<file path="config.mk">
export PLATFORM = sky130hd
export DESIGN_NAME = ring_rotation_monitor
export DESIGN_NICKNAME = d
export VERILOG_FILES = /design/src/rtl/ring_monitor_pkg.sv /design/src/rtl/ring_rotation_monitor_sat_counter.sv /design/src/rtl/ring_rotation_monitor.sv
export SDC_FILE = /design/constraint.sdc
export NUM_CORES = 1
export LEC_CHECK = 0
export BUFFER_PORTS_ARGS = -buffer_cell sky130_fd_sc_hd__buf_2
export CAP_MARGIN = 10
export CORE_MARGIN = 1
export CORE_UTILIZATION = 49
export CTS_CLUSTER_SIZE = 40
export DETAILED_ROUTE_END_ITERATION = 16
export GPL_TIMING_DRIVEN = 0
export HOLD_SLACK_MARGIN = 0.05
export PLACE_DENSITY = 0.8
export SYNTH_ARGS = -nofsm -noshare
export SYNTH_HDL_FRONTEND = slang
export SYNTH_SLANG_ARGS = --single-unit
</file>
<file path="constraint.sdc">
create_clock -name clockpulse -period 1.9 [get_ports clockpulse]
set_input_delay 0.38 -clock clockpulse [delete_from_list [all_inputs] [get_ports clockpulse]]
set_output_delay 0.38 -clock clockpulse [all_outputs]
set_load 0.02 [all_outputs]
</file>
<file path="src/rtl/ring_monitor_pkg.sv">
// Shared types and helpers for the ring rotation monitor.
package ring_monitor_pkg;

  localparam int unsigned WIDTH_DEFAULT = 5;
  localparam int unsigned ROT_MAX_W     = 32;

  typedef enum logic [1:0] {
    IDLE  = 2'd0,
    RUN   = 2'd1,
    FAULT = 2'd2
  } mon_state_e;

  // One-step rotation of the low w bits of x: bit w-1 wraps into bit 0.
  // Works up to ROT_MAX_W; callers truncate the result to their width.
  function automatic logic [ROT_MAX_W-1:0] rot(input logic [ROT_MAX_W-1:0] x,
                                               input int unsigned         w);
    logic [ROT_MAX_W-1:0] r;
    r = '0;
    for (int unsigned i = 0; i < ROT_MAX_W; i++) begin
      if (i < w) begin
        if (i == 0) r[i] = x[w-1];
        else        r[i] = x[i-1];
      end
    end
    return r;
  endfunction

endpackage

</file>
<file path="src/rtl/ring_rotation_monitor_sat_counter.sv">
// Saturating up-counter with synchronous clear.
module sat_counter #(
  parameter int unsigned WIDTH = 8
) (
  input  logic             clk_i,
  input  logic             rst_ni,
  input  logic             clr_i,
  input  logic             inc_i,
  output logic [WIDTH-1:0] count_o
);

  logic [WIDTH-1:0] count_q, count_d;

  always_comb begin
    count_d = count_q;
    if (clr_i)                          count_d = '0;
    else if (inc_i && (count_q != '1))  count_d = count_q + WIDTH'(1);
  end

  always_ff @(posedge clk_i or negedge rst_ni) begin
    if (!rst_ni) count_q <= '0;
    else         count_q <= count_d;
  end

  assign count_o = count_q;

endmodule

</file>
<file path="src/rtl/ring_rotation_monitor.sv">
// Checks a circular shift register against its own preset, step by step.
module ring_rotation_monitor
  import ring_monitor_pkg::*;
#(
  parameter int unsigned WIDTH     = WIDTH_DEFAULT,
  parameter int unsigned REV_WIDTH = 8
) (
  input  logic                       clockpulse,
  input  logic                       clear,
  input  logic                       enablePreset,
  input  logic [WIDTH-1:0]           preset,
  input  logic [WIDTH-1:0]           ringIn,
  output logic                       running,
  output logic                       fault,
  output logic [WIDTH-1:0]           faultPattern,
  output logic [$clog2(WIDTH)-1:0]   stepCount,
  output logic                       revolution,
  output logic [REV_WIDTH-1:0]       revCount,
  output logic                       degenerate
);

  localparam int unsigned SW = $clog2(WIDTH);

  mon_state_e       state_q, state_d;
  logic [WIDTH-1:0] expected_q, expected_d;
  logic [SW-1:0]    step_q, step_d;
  logic             fault_q, fault_d;
  logic [WIDTH-1:0] fpat_q, fpat_d;
  logic             rev_q, rev_d;
  logic             degen_q, degen_d;
  logic             cnt_clr, cnt_inc;
  logic [WIDTH-1:0] rot_next;

  assign rot_next = WIDTH'(rot(ROT_MAX_W'(expected_q), WIDTH));

  // Load takes priority over compare in every state.
  always_comb begin
    state_d    = state_q;
    expected_d = expected_q;
    step_d     = step_q;
    fault_d    = fault_q;
    fpat_d     = fpat_q;
    rev_d      = 1'b0;
    degen_d    = degen_q;
    cnt_clr    = 1'b0;
    cnt_inc    = 1'b0;
    if (enablePreset) begin
      state_d    = RUN;
      expected_d = preset;
      step_d     = '0;
      fault_d    = 1'b0;
      fpat_d     = '0;
      degen_d    = (preset == '0) || (preset == '1);
      cnt_clr    = 1'b1;
    end else if (state_q == RUN) begin
      if (ringIn == expected_q) begin
        expected_d = rot_next;
        if (step_q == SW'(WIDTH - 1)) begin
          step_d  = '0;
          rev_d   = 1'b1;
          cnt_inc = 1'b1;
        end else begin
          step_d = step_q + SW'(1);
        end
      end else begin
        fault_d = 1'b1;
        fpat_d  = ringIn;
        state_d = FAULT;
      end
    end
  end

  always_ff @(posedge clockpulse or negedge clear) begin
    if (!clear) begin
      state_q    <= IDLE;
      expected_q <= '0;
      step_q     <= '0;
      fault_q    <= 1'b0;
      fpat_q     <= '0;
      rev_q      <= 1'b0;
      degen_q    <= 1'b0;
    end else begin
      state_q    <= state_d;
      expected_q <= expected_d;
      step_q     <= step_d;
      fault_q    <= fault_d;
      fpat_q     <= fpat_d;
      rev_q      <= rev_d;
      degen_q    <= degen_d;
    end
  end

  sat_counter #(
    .WIDTH (REV_WIDTH)
  ) u_rev_cnt (
    .clk_i   (clockpulse),
    .rst_ni  (clear),
    .clr_i   (cnt_clr),
    .inc_i   (cnt_inc),
    .count_o (revCount)
  );

  assign running      = (state_q == RUN);
  assign fault        = fault_q;
  assign faultPattern = fpat_q;
  assign stepCount    = step_q;
  assign revolution   = rev_q;
  assign degenerate   = degen_q;

endmodule

</file>
# After elaboration in Yosys (flattened, before gate mapping)
# Index checks and enable logic that the tools add are counted.
dict set report totals {
  wordCells 47
  regBits 26
  input_bits 13
  out_inout_bits 20
}
dict set report classes {
  mux 23
  reduce_logical 8
  addsub 2
  n_eq_ne 6
}
# op count
set op_table {}
lappend op_table {{$mux W5} 6}
lappend op_table {{$mux W8} 2}
lappend op_table {{$mux W3} 4}
lappend op_table {{$add A8 B1 Y8 const B} 1}
lappend op_table {{$mux W1} 8}
lappend op_table {{$ne A8 B8 Y1 const B} 1}
lappend op_table {{$mux W2} 3}
lappend op_table {{$reduce_bool A2 Y1} 3}
lappend op_table {{$eq A5 B5 Y1} 1}
lappend op_table {{$eq A5 B5 Y1 const B} 1}
lappend op_table {{$logic_not A5 Y1} 1}
lappend op_table {{$reduce_and A2 Y1} 2}
lappend op_table {{$add A3 B1 Y3 const B} 1}
lappend op_table {{$eq A3 B3 Y1 const B} 1}
lappend op_table {{$eq A2 B1 Y1 const B} 1}
lappend op_table {{$ne A2 B2 Y1 const B} 1}
lappend op_table {{$logic_and A1 B1 Y1} 1}
lappend op_table {{$logic_or A1 B1 Y1} 1}

# Longest topological paths before layout
# Gate-level depths: netlist (run 1).
dict set report depth {
  ltp_word 8
  ltp_mapped 8
  mapped_depth_nobuf 7
}

# Cells and area by module
# A second synthesis (run 1) with hierarchy kept.
dict set report unflattened {
  cells_unflattened 168
  hier_area_um2 1535.2
}
# module seq_area_each_um2 cells_each instances area_each_um2
set by_module_without_submodules {}
lappend by_module_without_submodules {ring_rotation_monitor 425.4 119 1 1071.0}
lappend by_module_without_submodules {sat_counter 200.2 49 1 464.2}

# Least setup slack after synthesis (run 1)
# Ideal clock, no wire load.
dict set report synth_timing {
  path_type {register to register}
  start {reg step_q[0], in the netlist stepCount[0]}
  end {reg u_rev_cnt.count_q[2], in the netlist u_rev_cnt.count_o[2]}
  period_less_slack_ps 1740
  setup_time_ps 78
  slack_ps 160
  t_arrival_ps 1662
  path_stages_with_launch 9
  path_cell_list {dfrtp_1 > inv_1 > ha_1 > nand2_1 > nor3_2 > nand4_2 > buf_6 > or3_1 > a21oi_1}
}
dict set report synth_between {
  elab_chain_cells 7
}
# element line_no
set synth_rtl {}
lappend synth_rtl {{start: declaration} ring_rotation_monitor.sv:26} ;# logic [SW-1:0] step_q, step_d;
lappend synth_rtl {{start signal: assignment} ring_rotation_monitor.sv:85} ;# step_q <= step_d;
lappend synth_rtl {{$eq A3 B3 Y1} ring_rotation_monitor.sv:58} ;# if (step_q == SW'(WIDTH - 1)) begin
lappend synth_rtl {{$mux W1} ring_rotation_monitor.sv:58}
lappend synth_rtl {{$mux W1} ring_rotation_monitor.sv:56} ;# if (ringIn == expected_q) begin
lappend synth_rtl {{$mux W1} ring_rotation_monitor.sv:55} ;# end else if (state_q == RUN) begin
lappend synth_rtl {{$mux W1} ring_rotation_monitor.sv:47} ;# if (enablePreset) begin
lappend synth_rtl {{$logic_and A1 B1 Y1} ring_rotation_monitor_sat_counter.sv:17} ;# else if (inc_i && (count_q != '1)) count_d = count_q + WIDTH'(1);
lappend synth_rtl {{$reduce_bool A2 Y1 (no line)} -}
lappend synth_rtl {{end signal: assignment} ring_rotation_monitor_sat_counter.sv:22} ;# else count_q <= count_d;
lappend synth_rtl {{end: declaration} ring_rotation_monitor_sat_counter.sv:12} ;# logic [WIDTH-1:0] count_q, count_d;
# Every way passes these cells.
# A chain may end at the register's enable or synchronous reset.

# Final worst setup path (run 1)
dict set report layout_timing {
  start {reg step_q[0], in the netlist stepCount[0]}
  end {reg u_rev_cnt.count_q[7], in the netlist u_rev_cnt.count_o[7]}
}
# The elaborated chain is that of the path after synthesis.

==> results.cfg, run 1 <==
[timing]
period_share = 0.9446
final_max_slew_viol_count = 0
layout_min_cycle_time_ns = 1.795
setup_ws_ns = 0.1052
setup_tns_ns = 0
relSlewSlack = 0.6284
setup_viol = 0
hold_viol_final = 0
max_slew.worst_pin.slew_ns = 0.5574
skew_ns = 0.006278
max_freq_mhz = 557.2

[critical_path]
crit_type = flop to flop
slowest_stage = dfrtp_1
cp_top_family = simple AND/OR/NAND/NOR gates
crit_path_start_kind = flop
cp_num_buf_inv = 2
max_stage_delay_ns = 0.44
cp.required_ns = 2.15
crit_start = stepCount[0]$_DFFE_PN0P_
crit_end = u_rev_cnt.count_o[7]$_DFFE_PN0P_
reg2reg_from = stepCount[0]$_DFFE_PN0P_
critical_path.cell_chain = inv_2 -> ha_4 -> nand2_2 -> nor3_4 -> nand4_2 -> buf_6 -> or3_1 -> a21oi_1
cp_data_arrival_time_ns = 2.05
cp-end-kind = flop
rrSetupSlack_ns = 0.11
reg2reg_depth = 8
cp.depth = 8
crit_path_max_fanout = 6
rr_endpoint = u_rev_cnt.count_o[7]$_DFFE_PN0P_

[clock_network]
cts_tree = yes
cts_root_buf = clkbuf_4
cts_buffers = 3
clock_latency_ns = 0.32
numClockSinks = 25
htreeDepth = 1
cts_buffer_depth = 2
clk_pin_slew_ns = 0.14

[drt]
avgRoutedWirePerCell_microns = 13.42
vias = 1109
ant_nets = 0
drc = 0
routed_wl_mm = 2.710
routed_via_density = 5.490
drt_iter0_drc = 12
first_pass_iters = 4

[pwr]
p_leak_nw = 0.8213
vdd_drop_max_v = 0.0004911
p_sw_frac = 0.3045
pwr-share-comb = 0.203
p_clk_frac = 0.234
power_density_mw_per_mm2 = 658.0
power_mw = 1.040
power.internal_mw = 0.7232
p_seq_frac = 0.563
p_sw_mw = 0.3166

[synth]
synth_top_family_by_area = simple AND/OR/NAND/NOR gates
synthAdderAreaFrac = 0.02896
seq_area_frac_synth = 0.4826
synth_compound_area_frac = 0.1303
synth.net_count = 147
synth_xor_area_frac = 0.02703
synth_seq_cells = 25
postSynthAreaPerCell_sq_um = 9.895
postSynthCellCount = 131
synth_area_sq_mm = 0.001296
ys.warnings.count = 0
synthMuxAreaShare = 0.08494
ys_types = 33
yosys.area_share.simple = 0.2017

[floorplanning]
coreArea_sq_mm = 0.002477
rows = 18
dieHeight_microns = 53.44
io_pins = 33
fp.dieW_microns = 53.44
die_area_sq_mm = 0.002855
initial_core_util = 0.5232

[global_route]
grt_pass1_wl_mm = 4.057
grtUsageTotal = 0.1992
grt_max_degree = 26
grt.overflow.total = 0
antenna_found_initial = 0
first_global_vias = 960

[placement]
place_ws_ns = 0.03941
port-buffer-count = 32
place_congestion = 0.8007
hpwl_mm = 1.966

[layout]
post-route-util = 0.6379
nets = 189
syn2layout_area_growth_pct = 21.91
drive_gt1_frac = 0.3023
diodes = 0
nFillCells = 211

[worst_hold_path]
hold_class = primary input to flop

[flow_run]
maxCapViolations = 0

[outcome]
status = finished clean
-- metal layers --
layer  part of all wire  track usage  vias up
li1                   -            -      542
met1               0.46       0.2343      548
met2               0.51       0.3542       17
met4             0.0055      0.08772        0
met5                  0            0        -
met3              0.025      0.02586        2
-- timing repair --
item                       CTS  global route
hold endpoints to repair    25             0
buffers inserted             0             4
gates resized for setup      0             9
setup endpoints to repair    0             4
hold buffers                 1             0
-- state kept, by name (all words and copies together) (netlist names) --
name	cells
u_rev_cnt.count_o	8
expected_q	5
faultPattern	5
stepCount	3
state_q	2
degenerate	1
revolution	1
-- power groups by stage --
stage                     sequential [mW]  combinational, mW  clock [mW]
after CTS                           0.585              0.207       0.246
after detailed placement            0.595              0.205           0
final                               0.585              0.211       0.243
after floorplan                     0.613              0.110           0
after global placement              0.593              0.195           0
after global routing                0.588              0.231       0.262
-- how the worst min path moves through the flow --
stage | from | to | slack [ns] | depth (start not counted)
floorplan | clear | degenerate$_DFFE_PN0P_ | 0.08 | 0
global placement | clear | stepCount[1]$_DFFE_PN0P_ | 0.39 | 1
detailed placement | clear | stepCount[0]$_DFFE_PN0P_ | 0.40 | 1
CTS | preset[2] | expected_q[2]$_DFFE_PN0P_ | 0.28 | 3
global route | preset[1] | expected_q[1]$_DFFE_PN0P_ | 0.29 | 3
finish | preset[0] | expected_q[0]$_DFFE_PN0P_ | 0.28 | 3
-- cell type report --
cell class | count | area, sq um | area share
Buffer | 5 | 27.53 | 0.01742
Clock buffer | 3 | 22.52 | 0.01425
Clock inverter | 1 | 5.005 | 0.003167
Sequential cell | 25 | 625.6 | 0.3959
Timing Repair Buffer | 37 | 197.7 | 0.1251
Inverter | 8 | 30.03 | 0.01900
Multi-Input combinational cell | 93 | 634.4 | 0.4014
Tap cell | 30 | 37.54 | 0.02375
-- kinds of logic after synthesis --
group                      after synthesis
adders and majority gates                3
buffers and inverters                   13
and+or+nand+nor                         49
xor gates and xnor gates                 4
muxes                                   11
DFF                                     25
AOI/OAI and AO/OA                       26
-- stage by stage --
| step | hold WS (ns) | instance area (sq um) | cells |
|---|---|---|---|
| 2_1_floorplan | 0.08441 | 1296 | 131 |
| 3_3_place_gp | 0.3905 | 1494 | 193 |
| 3_5_place_dp | 0.4002 | 1494 | 193 |
| 4_1_cts | 0.2814 | 1531 | 198 |
| 5_1_grt | 0.2910 | 1580 | 202 |
| 6_report | 0.2828 | 1580 | 202 |
-- cells in the mapped netlist (all sizes together) --
cell type  number  area share
nand2          11       0.032
o2111a          1      0.0097
buf             2       0.013
or3             5       0.024
inv             8       0.023
and4            2       0.014
clkbuf          3      0.0087
ha              3       0.029
a31oi           1      0.0048
o21ai          11       0.042
dfrtp          25        0.48
xnor2           2       0.014
nand3b          1      0.0058
a21oi          10       0.042
o21bai          1      0.0058
nand4           4       0.024
or3b            1      0.0068
nand2b          2      0.0097
mux2i          11       0.085
xor2            2       0.014
a211oi          1      0.0058
or2             1      0.0048
or4             1      0.0058
nor2           13       0.038
a221oi          1       0.020
nand3           4       0.015
nor3            2       0.012
and3            2       0.011
-- worst register-to-register path: cells and delay by family, from the launching register on --
kind                       cells  cell delay (ns)
and+or+nand+nor                4             0.75
DFF                            1             0.44
buffers and inverters          2             0.25
AOI/OAI and AO/OA              1             0.14
adders and majority gates      1             0.13
-- cells in the final DEF (no fill, tap or decap), types with 3 or more instances in the layout --
master	n
buf_2	33
dfrtp_1	25
nor2_1	13
mux2i_1	11
nand2_1	10
a21oi_1	9
o21ai_0	8
inv_1	6
or3_1	5
nand3_1	4
clkbuf_1	3
nand4_1	3
o21ai_1	3
clkbuf_4	3
buf_4	3
(Power assumes the default switching activity.)
==> run 2: changes to the inputs <==
CORE_UTILIZATION = 32   (was 49)
CTS_BUF_LIST = sky130_fd_sc_hd__clkbuf_8   (was not set)
PLACE_DENSITY = 0.58   (was 0.8)
==> results.cfg, run 2 (synthesis results as in run 1) <==
[drt]
vias = 1101
drc = 0
routed_wl_mm = 2.760
ant_nets = 0
first_pass_iters = 4
drt_iter0_drc = 69
routed_via_density = 4.982
avgRoutedWirePerCell_microns = 12.49

[flow_run]
maxCapViolations = 0

[layout]
post-route-util = 0.4376
fin_area_sq_mm = 0.001650
layout_common_cells = buf_2, dfrtp_1, nor2_1
drive_gt1_frac = 0.3179
final_common_cell = buf_2
nFillCells = 370
syn2layout_area_growth_pct = 27.32
diodes = 0
nets = 190
ff_latch_area_sq_um = 625.6
largest_reg_flops = 8
multi_input_area_sq_um = 655.6

[critical_path]
crit_type = flop to flop
crit_path_start_kind = flop
crit_path_max_fanout = 8
cp.required_ns = 2.09
cp_data_arrival_time_ns = 1.98
cp-end-kind = flop

[placement]
place_congestion = 0.7597
place_area_sq_mm = 0.001516
place_ws_ns = -0.02174
port-buffer-count = 32
hpwl_mm = 2.038

[global_route]
antenna_found_initial = 0
grt_max_degree = 26
grt.overflow.total = 0
grtUsageTotal = 0.1388
grt_pass1_wl_mm = 4.554
first_global_vias = 1007

[floorplanning]
rows = 22
die_area_sq_mm = 0.004309
initial_core_util = 0.3437
dieHeight_microns = 65.65
coreArea_sq_mm = 0.003771
io_pins = 33
fp.dieW_microns = 65.65

[outcome]
status = finished clean

[clock_network]
clk_pin_slew_ns = 0.09
cts_tree = yes
hold_buffers = 0
numClockSinks = 25
cts_buffers = 3
clock_latency_ns = 0.27
htreeDepth = 1
cts_buffer_depth = 2
cts_root_buf = clkbuf_8

[pwr]
power_mw = 1.106
power_density_mw_per_mm2 = 670.3
vdd_drop_max_v = 0.0002488
p_leak_nw = 0.8277

[timing]
timing.hold.ws_ns = 0.09143
layout_min_cycle_time_ns = 1.788
setup_viol = 0
hold_viol_final = 0
relSlewSlack = 0.6310
period_share = 0.9409
final_max_slew_viol_count = 0
max_freq_mhz = 559.4
setup_ws_ns = 0.1124
max_slew.worst_pin.slew_ns = 0.5534
skew_ns = 0.006446

[worst_hold_path]
hold_class = primary input to asynchronous set/reset pin
run 2: final timing paths:
path                       depth (start not counted)                          endpoint                   startpoint  slack, ns
setup / recovery                                   8  u_rev_cnt.count_o[3]$_DFFE_PN0P_     stepCount[1]$_DFFE_PN0P_       0.11
hold / removal                                     1       faultPattern[1]$_DFFE_PN0P_                        clear       0.09
setup reg to reg                                   8  u_rev_cnt.count_o[3]$_DFFE_PN0P_     stepCount[1]$_DFFE_PN0P_       0.11
hold reg to reg                                    2       faultPattern[1]$_DFFE_PN0P_  faultPattern[1]$_DFFE_PN0P_       0.53
max in group asynchronous                          1  u_rev_cnt.count_o[5]$_DFFE_PN0P_                        clear       1.44
min in group clockpulse                            3         expected_q[1]$_DFFE_PN0P_                    preset[1]       0.35
run 2: cell type report:
class / count / area share
Tap cell: 48 / 0.03639
Buffer: 5 / 0.01668
Timing Repair Buffer: 38 / 0.1243
Clock buffer: 3 / 0.02502
Sequential cell: 25 / 0.3791
Multi-Input combinational cell: 93 / 0.3973
Clock inverter: 1 / 0.003033
Inverter: 8 / 0.01820
run 2: metal layers:
layer | wire length [microns] | track usage | part of all wire | vias up
met2 | 1365 | 0.2334 | 0.49 | 19
met1 | 1291 | 0.1786 | 0.47 | 539
met4 | 27 | 0.04891 | 0.0098 | 0
li1 | - | - | - | 541
met3 | 75 | 0.02083 | 0.027 | 2
met5 | 0 | 0 | 0 | -
run 2: critical path, stage by stage (launching register included):
cell	delay (ns)
dfrtp_1	0.42
inv_1	0.10
ha_4	0.14
nand2_4	0.06
nor3_4	0.23
nand4_4	0.14
buf_6	0.18
or3_1	0.32
a21oi_2	0.12
run 2: power by group:
part           internal, mW  total (mW)  switching, mW  leakage (nW)
Clock                 0.146       0.311          0.165        0.0255
Combinational        0.0812       0.211          0.130         0.472
Sequential            0.562       0.584         0.0219         0.331
run 2: timing repair:
item,in CTS,in global routing
setup buffers,0,6
setup endpoints to repair,0,5
resized for setup,0,11
endpoints found under the hold margin,0,0
run 2: per-stage QoR:
step,instances,TNS [ns]
floorplan,131,0
global placement,211,0
detailed placement,211,-0.03902
CTS,215,0
global route,221,-0.01809
finish,221,0
